==> src/rtl/fetch_unit.sv <==
// fetch_unit: pipelined instruction-fetch front end.
//
// Issues sequential fetch requests to instruction memory, collects the in-order
// responses into a DEPTH-entry prefetch queue and presents the queue head to
// decode. A redirect flushes the queue, restarts fetch at the (word-aligned)
// target and squashes every response still in flight.
//
// Handshake rule for every channel here: a transfer happens on a rising clk
// edge where valid and ready are both 1. Once a producer raises valid it holds
// valid and its payload stable until that edge. The one exception is the
// memory request, which redirect_valid may withdraw. imem_rsp_valid has no
// ready: it is a one-cycle pulse that must always be accepted.
//
// Ports:
//   clk, rst                       clock, synchronous active-high reset
//   imem_req_valid/ready/addr      fetch request channel (addr = fetch_pc)
//   imem_rsp_valid/data            in-order response pulse and instruction word
//   redirect_valid/pc              one-cycle redirect strobe and target
//   inst_valid/ready/out/pc        queue head toward decode
//   fetch_pc                       next address to request
//   queue_count                    occupied queue entries
module fetch_unit #(
  parameter int              XLEN     = 32,
  parameter logic [XLEN-1:0] RESET_PC = '0,
  parameter int              DEPTH    = 4
) (
  input  logic                    clk,
  input  logic                    rst,
  output logic                    imem_req_valid,
  input  logic                    imem_req_ready,
  output logic [XLEN-1:0]         imem_req_addr,
  input  logic                    imem_rsp_valid,
  input  logic [31:0]             imem_rsp_data,
  input  logic                    redirect_valid,
  input  logic [XLEN-1:0]         redirect_pc,
  output logic                    inst_valid,
  input  logic                    inst_ready,
  output logic [31:0]             inst_out,
  output logic [XLEN-1:0]         inst_pc,
  output logic [XLEN-1:0]         fetch_pc,
  output logic [$clog2(DEPTH):0]  queue_count
);

  localparam int AW = $clog2(DEPTH);
  localparam int CW = AW + 1;

  logic [XLEN-1:0] pc_mem   [DEPTH];
  logic [31:0]     inst_mem [DEPTH];
  logic [AW-1:0]   head;
  logic [AW-1:0]   tail;
  logic [CW-1:0]   count;
  logic [CW-1:0]   live;
  logic [CW-1:0]   drop;
  logic [XLEN-1:0] rsp_pc;
  logic [XLEN-1:0] redirect_aligned;

  // One extra bit so the sum of three counters cannot wrap.
  logic [CW:0]     occupancy;
  logic            req_fire;
  logic            rsp_fire;
  logic            push;
  logic            pop;

  assign occupancy        = (CW+1)'(live) + (CW+1)'(drop) + (CW+1)'(count);
  assign redirect_aligned = {redirect_pc[XLEN-1:2], 2'b00};

  // Credit rule: every outstanding request already owns a queue slot, so a
  // response push can never overflow the queue.
  assign imem_req_valid = !rst && !redirect_valid && (occupancy < (CW+1)'(DEPTH));
  assign imem_req_addr  = fetch_pc;
  assign req_fire       = imem_req_valid && imem_req_ready;

  // A response with nothing outstanding is a protocol error and is ignored.
  assign rsp_fire = imem_rsp_valid && ((live != '0) || (drop != '0));
  assign push     = rsp_fire && !redirect_valid && (drop == '0);
  assign pop      = inst_valid && inst_ready && !redirect_valid;

  assign inst_valid  = (count != '0);
  assign inst_out    = inst_mem[head];
  assign inst_pc     = pc_mem[head];
  assign queue_count = count;

  always_ff @(posedge clk) begin
    if (rst) begin
      fetch_pc <= RESET_PC;
      rsp_pc   <= RESET_PC;
      live     <= '0;
      drop     <= '0;
      count    <= '0;
      head     <= '0;
      tail     <= '0;
    end else if (redirect_valid) begin
      fetch_pc <= redirect_aligned;
      rsp_pc   <= redirect_aligned;
      // Everything still in flight becomes unwanted; a response landing in
      // this very cycle retires one of them immediately.
      drop     <= drop + live - CW'(rsp_fire);
      live     <= '0;
      count    <= '0;
      head     <= '0;
      tail     <= '0;
    end else begin
      if (req_fire) fetch_pc <= fetch_pc + XLEN'(4);
      if (push) begin
        tail   <= tail + AW'(1);
        rsp_pc <= rsp_pc + XLEN'(4);
      end
      if (pop) head <= head + AW'(1);
      if (rsp_fire && (drop != '0)) drop <= drop - CW'(1);
      live  <= live + CW'(req_fire) - CW'(push);
      count <= count + CW'(push) - CW'(pop);
    end
  end

  // Queue storage carries no reset; entries are only read while counted.
  always_ff @(posedge clk) begin
    if (push && !rst) begin
      pc_mem[tail]   <= rsp_pc;
      inst_mem[tail] <= imem_rsp_data;
    end
  end

`ifndef SYNTHESIS
  always_ff @(posedge clk) begin
    if (!rst) begin
      assert (occupancy <= (CW+1)'(DEPTH));
      assert (!inst_valid || (inst_pc[1:0] == 2'b00));
    end
  end
`endif

endmodule

==> config.mk <==
export PLATFORM = sky130hd
export DESIGN_NAME = fetch_unit
export DESIGN_NICKNAME = d
export VERILOG_FILES = /design/src/rtl/fetch_unit.sv
export SDC_FILE = /design/constraint.sdc
export NUM_CORES = 1
export LEC_CHECK = 0
export BUFFER_PORTS_ARGS = -buffer_cell sky130_fd_sc_hd__buf_2
export CORE_MARGIN = 5
export CORE_UTILIZATION = 64
export CTS_BUF_LIST = sky130_fd_sc_hd__clkbuf_2 sky130_fd_sc_hd__clkbuf_4 sky130_fd_sc_hd__clkbuf_8
export DETAILED_ROUTE_END_ITERATION = 6
export GPL_ROUTABILITY_DRIVEN = 0
export PLACE_DENSITY = 0.86
export SLEW_MARGIN = 15
export SYNTH_ARGS = -nofsm -noshare
export SYNTH_HDL_FRONTEND = slang
export SYNTH_SLANG_ARGS = --single-unit
==> constraint.sdc <==
create_clock -name clk -period 12.4 [get_ports clk]
set_input_delay 1.24 -clock clk [delete_from_list [all_inputs] [get_ports clk]]
set_output_delay 1.24 -clock clk [all_outputs]
set_load 0.02 [all_outputs]
==> metrics.csv, run 1 <==
stage;metric;value;unit
yosys;ys_warn_count;0;
sta;rsz0062_at_grt;no;
layout;diodes;0;
clock_tree;ctsHoldBuffers;0;
route;firstDrtPassIters;5;
clock_tree;htree_levels;2;
sta;relSlewSlack;34.9;%
layout;num-fill-cells;1313;
setup_path;r2r_cells;14;
yosys;ys_seq_area_share;65.8;%
placed_design;hpwl;17800;µm
global_route;grt_pass1_vias;8427;
die;rows;53;
die;core;0.0210;mm²
sta;tightest_slew;976;ps
yosys;synth_ff_type;edfxtp_1;
power;p_sw_share;23.4;%
global_route;grt.busiest_layer;met2;
route;drtAntennaViolNets;0;
yosys;synth_area;0.0136;mm²
yosys;synthesis.instances;894;
yosys;ys_types;56;
setup_path;crit_arrival;4920;ps
run_status;outcome;completed;
route;drtIter0Drc;672;
sta;slew_viol_final;0;
worst_hold_path;hp-start;drop[2];
route;drc;0;
die;pin_count;203;
sta;fin_setup_tns;0;ps
clock_tree;cts_buffers;50;
die;die_w;156;µm
yosys;avgSynthCellArea;15.2;µm²
yosys;postSynth.asyncResetShare;0;%
global_route;grt_util_all_layers;23.4;%
die;start_util;64.9;%
layout;layout.nets;1167;
setup_path;crit_type;reg -> reg;
setup_path;reg2reg_to;live[2];
route;drt_wl_total;28300;µm
power;clkPwrFrac;37.8;%
setup_path;endpoint_kind;register;
worst_hold_path;holdPathStages;2;
run;max_cap_viol_count;0;
sta;clock_skew;22.8;ps
setup_path;worstPathRequired;12830;ps
route;via_per_inst;5.98;
layout;area_growth;14.1;%
worst_hold_path;holdPathEnd;drop[2];
global_route;grt.overflow.total;0;
die;dieHeight;156;µm
clock_tree;ctsResizeCount;0;
sta;fmax;223;MHz
layout;seq_area;0.00895;mm²
global_route;use_met1;33.0;%
clock_tree;clkTransAtPathRegs;60;ps
yosys;synth_edf_count;248;
placed_design;portBuffers;194;
setup_path;rrSetupSlack;7910;ps
power;irDropWorstVdd;0.0000950;V
clock_tree;cts-root-buf;clkbuf_8;
global_route;grt_pass1_wl;44500;µm
sta;min_period_over_period;36.2;%
power;power.total;2.23;mW
global_route;met2_usage;38.8;%
global_route;antenna_found_initial;0;
worst_hold_path;hold_path.class;reg -> reg;
setup_path;path_max_fanout;32;
sta;holdWs;490;ps
clock_tree;clock_latency;540;ps
die;dieArea;0.0243;mm²
sta;post-route-min-period;4490;ps
power;p_leak;5.48;nW
clock_tree;cts_buffer_depth;3;
yosys;ys_ff_latch;323;
layout;drive_gt1_share;32.7;%
clock_tree;clkSinkCount;323;
setup_path;startpoint_type;register;
setup_path;r2r_start;live[1];
clock_tree;cts_tree;built;
route;vias;8312;
global_route;use_met3;4.19;%
sta;setup_viol;0;
layout;multi_input_area;0.00410;mm²
power;p_comb_share;7.9;%
route;drt-wirelength-per-cell;20.4;µm
clock_tree;postCtsSetupRepairBufs;0;
power;p_sw;0.523;mW
power;cellPowerDensity;144;mW/mm²
global_route;grt_max_degree;63;
sta;hold_viol;0;
power;p_int;1.71;mW
power;p_seq_share;54.3;%
## final cells by class
class	count	area share, %
multi-input cells	464	26.4
inverters	34	0.822
well taps	275	2.22
flip-flops and latches	323	57.6
clock inverters	21	0.580
clock buffers	71	5.69
repair buffers	202	6.64
## logic make-up (layout without fill, tap and decap cells)
family | after synthesis | count (layout) | share of synthesized area, %
DFF | 323 | 323 | 65.8
and+or+nand+nor | 208 | 208 | 8.37
buffers and inverters | 112 | 328 | 4.28
AOI/OAI and AO/OA | 111 | 111 | 5.39
muxes | 64 | 64 | 10.4
xor gates and xnor gates | 53 | 53 | 3.41
adders and majority gates | 22 | 22 | 2.35
other | 1 | 6 | 0.0276
## power by group through the flow
stage | combinational, mW | sequential [mW] | clock, mW
4_1_cts | 0.175 | 1.21 | 0.864
6_report | 0.176 | 1.21 | 0.845
2_1_floorplan | 0.122 | 1.24 | 0
5_1_grt | 0.197 | 1.22 | 0.916
3_3_place_gp | 0.167 | 1.23 | 0
3_5_place_dp | 0.173 | 1.24 | 0
## stage by stage
| stage | util, % | cells | instance area (µm²) | setup WS [ps] |
|---|---|---|---|---|
| after CTS | 74.1 | 1390 | 15500 | 7900 |
| after detailed placement | 69.5 | 1298 | 14600 | 7860 |
| after global routing | 74.1 | 1390 | 15500 | 7680 |
| after floorplan | - | 899 | 13600 | 8330 |
| final | 74.1 | 1390 | 15500 | 7910 |
| after global placement | 69.5 | 1298 | 14600 | 7930 |
## synth_stat cells, drive strengths merged, types with 2 or more instances
cell type / count / area [µm²]
and4: 6 / 52.6
fa: 6 / 120
buf: 50 / 350
a31oi: 14 / 87.6
a32oi: 2 / 17.5
o211ai: 4 / 30.0
o21ai: 12 / 60.1
edfxtp: 248 / 7450
o21a: 5 / 37.5
xnor2: 39 / 342
inv: 34 / 128
a21oi: 28 / 140
o31a: 3 / 26.3
or4: 4 / 30.0
xor2: 14 / 123
nor3: 12 / 65.1
nor4: 17 / 168
nand3: 24 / 120
nand4b: 2 / 17.5
clkbuf: 28 / 105
or3: 7 / 43.8
and2: 10 / 62.6
a22oi: 5 / 37.5
ha: 16 / 200
nor2: 39 / 146
a21boi: 13 / 97.6
a211oi: 10 / 75.1
nand2: 51 / 191
dfxtp: 75 / 1500
mux4: 62 / 1400
and3: 14 / 87.6
nand4: 17 / 106
o22ai: 10 / 62.6
or2: 2 / 15.0
## flip-flops by register name (all words and copies together), names as in the netlist, named ones only
| signal | cells |
|---|---|
| inst_mem | 128 |
| pc_mem | 120 |
| fetch_pc | 30 |
| rsp_pc | 30 |
| drop | 3 |
| live | 3 |
| queue_count | 3 |
| head | 2 |
| tail | 2 |
## metal layers
layer  vias to the layer above  share of wire (%)  wire (µm)
li1                       3754                  -          -
met4                         0                1.5        426
met1                      4091                 40      11400
met3                        32                9.3       2650
met5                         -                  0          0
met2                       435                 49      13800
## layout by cell type (no fill, tap or decap), types with 7 or more instances in the layout
master and count:
clkinv_2 9, a31oi_1 14, buf_4 8, nor4_1 10, clkinv_1 12, and2_1 9
mux4_2 62, ha_1 16, a211oi_1 10, nand2_1 51, nand4_1 17, a21boi_0 11
xor2_1 14, xnor2_1 39, nor3_1 11, a21oi_1 28, clkbuf_4 15, buf_2 194
o22ai_1 10, dfxtp_1 73, nand3_1 24, nor2_1 39, inv_1 32, and3_1 10
clkbuf_8 56, edfxtp_1 248, o21ai_0 10, or3_1 7
## worst max-delay path, stage by stage (launching register included)
cell and delay, ps:
dfxtp_1 470, inv_1 170, fa_1 470, or2_2 310, fa_1 390, xor2_1 260
nor3b_4 500, inv_2 380, ha_1 390, inv_1 40, ha_1 190, fa_1 400
xnor2_1 200, xnor2_1 140, nor2_1 50
## worst max-delay path by stage
stage,from,to,slack (ps),cells past startpoint
2_1_floorplan,queue_count[1],live[2],8330,16
3_3_place_gp,rst,live[2],7930,11
3_5_place_dp,rst,live[2],7860,11
4_1_cts,live[1],live[2],7900,14
5_1_grt,live[1],live[2],7680,14
6_report,live[1],live[2],7910,14
Note: power is estimated with default switching activity, not from simulation.
==> run 2: changes to the inputs <==
CORE_UTILIZATION = 59   (was 64)
PLACE_DENSITY = 0.8   (was 0.86)
clock period = 4.2 ns   (was 12.4 ns; I/O delays follow)
==> metrics.csv, run 2 (synthesis gave the netlist of run 1 again) <==
stage;metric;value;unit;change
clock_tree;clkTransAtPathRegs;60;ps;about the same
layout;reg_top3;inst_mem x128, pc_mem x120;;
setup_path;crit_arrival;4240;ps;-680 ps
setup_path;startpoint;live[1];;
worst_hold_path;hold_path.class;in -> reg;;
worst_hold_path;holdPathStages;1;;-1
setup_path;reg2reg_to;live[2];;
setup_path;r2r_start;live[1];;
run_status;outcome;completed;;
sta;post-route-min-period;3810;ps;-678 ps
clock_tree;clkSinkCount;323;;unchanged
layout;fin_util;68.9;%;-5.2 points
placed_design;hpwl;18500;µm;+3.6%
global_route;grt_pass1_vias;8316;;-1.3%
layout;largest_reg_flops;128;;unchanged
route;drc;0;;unchanged
placed_design;dp_cells;1314;;+1.2%
sta;clock_skew;13.5;ps;-9.21 ps
global_route;grt_max_degree;63;;unchanged
sta;relSlewSlack;35.2;%;+0.28 points
global_route;grt_pass1_wl;44600;µm;+0.14%
die;start_util;59.9;%;-5.0 points
sta;rsz0062_at_grt;no;;
sta;hold_viol;0;;unchanged
layout;drive_gt1_share;32.9;%;+0.15 points
power;p_sw;1.52;mW;+190%
run;max_cap_viol_count;0;;unchanged
sta;fin_setup_tns;0;ps;unchanged
power;cellPowerDensity;425;mW/mm²;+200%
layout;area_growth;15.0;%;
power;p_int;5.13;mW;+200%
setup_path;rrSetupSlack;390;ps;-7520 ps
power;p_comb_share;7.8;%;about the same
die;pin_count;203;;unchanged
layout;layout_common_cells;248 x edfxtp_1, 194 x buf_2, 73 x dfxtp_1;;
placed_design;portBuffers;194;;unchanged
route;drt_wl_total;28200;µm;-0.33%
sta;setup_viol;0;;unchanged
sta;min_period_over_period;90.7;%;+55 points
clock_tree;clock_latency;550;ps;about the same
setup_path;path_max_fanout;6;;-81%
global_route;grt_util_all_layers;21.4;%;-2.0 points
sta;tightest_slew;969;ps;-7.72 ps
setup_path;endpoint_kind;register;;
clock_tree;cts_buffer_depth;3;;unchanged
layout;num-fill-cells;1575;;+20%
global_route;antenna_found_initial;0;;unchanged
route;drt-wirelength-per-cell;20.2;µm;-1.1%
die;rows;55;;+3.8%
layout;diodes;0;;unchanged
clock_tree;htree_levels;2;;unchanged
power;clkPwrFrac;38.3;%;+0.5 points
layout;stdcell_area;0.0157;mm²;+0.81%
power;p_sw_share;22.9;%;-0.53 points
sta;fmax;262;MHz;+18%
clock_tree;cts_tree;built;;
sta;finalWorstSetupSlack;389;ps;-7520 ps
power;power.total;6.65;mW;+200%
sta;slew_viol_final;0;;unchanged
sta;holdWs;84.6;ps;-405 ps
route;drtIter0Drc;567;;-16%
global_route;grt.overflow.total;0;;unchanged
die;dieHeight;162;µm;+3.9%
setup_path;crit_type;reg -> reg;;
die;die_w;162;µm;+3.9%
clock_tree;ctsResizeCount;0;;unchanged
route;drtAntennaViolNets;0;;unchanged
clock_tree;postCtsSetupRepairBufs;0;;unchanged
route;vias;8184;;-1.5%
clock_tree;cts_buffers;49;;-2.0%
clock_tree;ctsHoldBuffers;0;;unchanged
worst_hold_path;hp-start;imem_rsp_data[0];;
layout;regMostFlops;inst_mem;;
layout;final_common_cell;edfxtp_1;;
power;p_leak;5.51;nW;+0.61%
setup_path;startpoint_type;register;;
placed_design;dp_slack;462;ps;-7400 ps
die;core;0.0227;mm²;+8.4%
layout;layout.nets;1172;;+0.43%
route;via_per_inst;5.84;;-2.3%
placed_design;place_area;0.0147;mm²;+0.82%
setup_path;r2r_cells;14;;unchanged
power;irDropWorstVdd;0.000250;V;+160%
route;firstDrtPassIters;5;;unchanged
worst_hold_path;holdPathEnd;inst_mem[3][0];;
power;p_seq_share;54.0;%;-0.3 points
setup_path;worstPathRequired;4630;ps;-8200 ps
die;dieArea;0.0262;mm²;+7.9%
layout;stdcell_count;1401;;+0.79%
clock_tree;cts-root-buf;clkbuf_8;;
run 2: power by group through the flow:
| stage | logic (mW) | clock network [mW] | registers, mW |
|---|---|---|---|
| final | 0.515 | 2.55 | 3.59 |
| after global routing | 0.579 | 2.76 | 3.59 |
| after CTS | 0.517 | 2.61 | 3.58 |
| after detailed placement | 0.513 | 0 | 3.65 |
| after global placement | 0.503 | 0 | 3.65 |
| after floorplan | 0.360 | 0 | 3.65 |
run 2: how the worst max path moves through the flow:
stage,slack [ps],to
after global placement,590,live[2]
final,390,live[2]
after CTS,400,live[2]
after global routing,110,live[2]
after detailed placement,460,live[2]
after floorplan,130,live[2]
run 2: final cells by class:
| class | instances | area, µm² | area share, % |
|---|---|---|---|
| clock buffers | 66 | 802 | 5.12 |
| multi-input cells | 464 | 4100 | 26.2 |
| flip-flops and latches | 323 | 8950 | 57.2 |
| well taps | 285 | 357 | 2.28 |
| inverters | 34 | 128 | 0.815 |
| repair buffers | 208 | 1140 | 7.27 |
| clock inverters | 21 | 176 | 1.13 |
run 2: worst max-delay path: stages, from the launching register on:
cell,delay [ps]
dfxtp_1,490
inv_1,170
fa_1,470
or2_2,310
fa_1,380
xor2_1,250
nor3b_4,270
inv_2,60
ha_1,260
inv_1,40
ha_1,180
fa_1,380
xnor2_1,190
xnor2_1,160
nor2_1,70
run 2: metal layers:
metal / track usage, % / vias up / share of wire (%) / wire length, µm
met5: 0 / - / 0 / 0
met3: 3.88 / 31 / 7.7 / 2170
met2: 35.4 / 382 / 48 / 13600
li1: - / 3771 / - / -
met1: 30.3 / 4000 / 43 / 12100
met4: 4.96 / 0 / 1.2 / 342
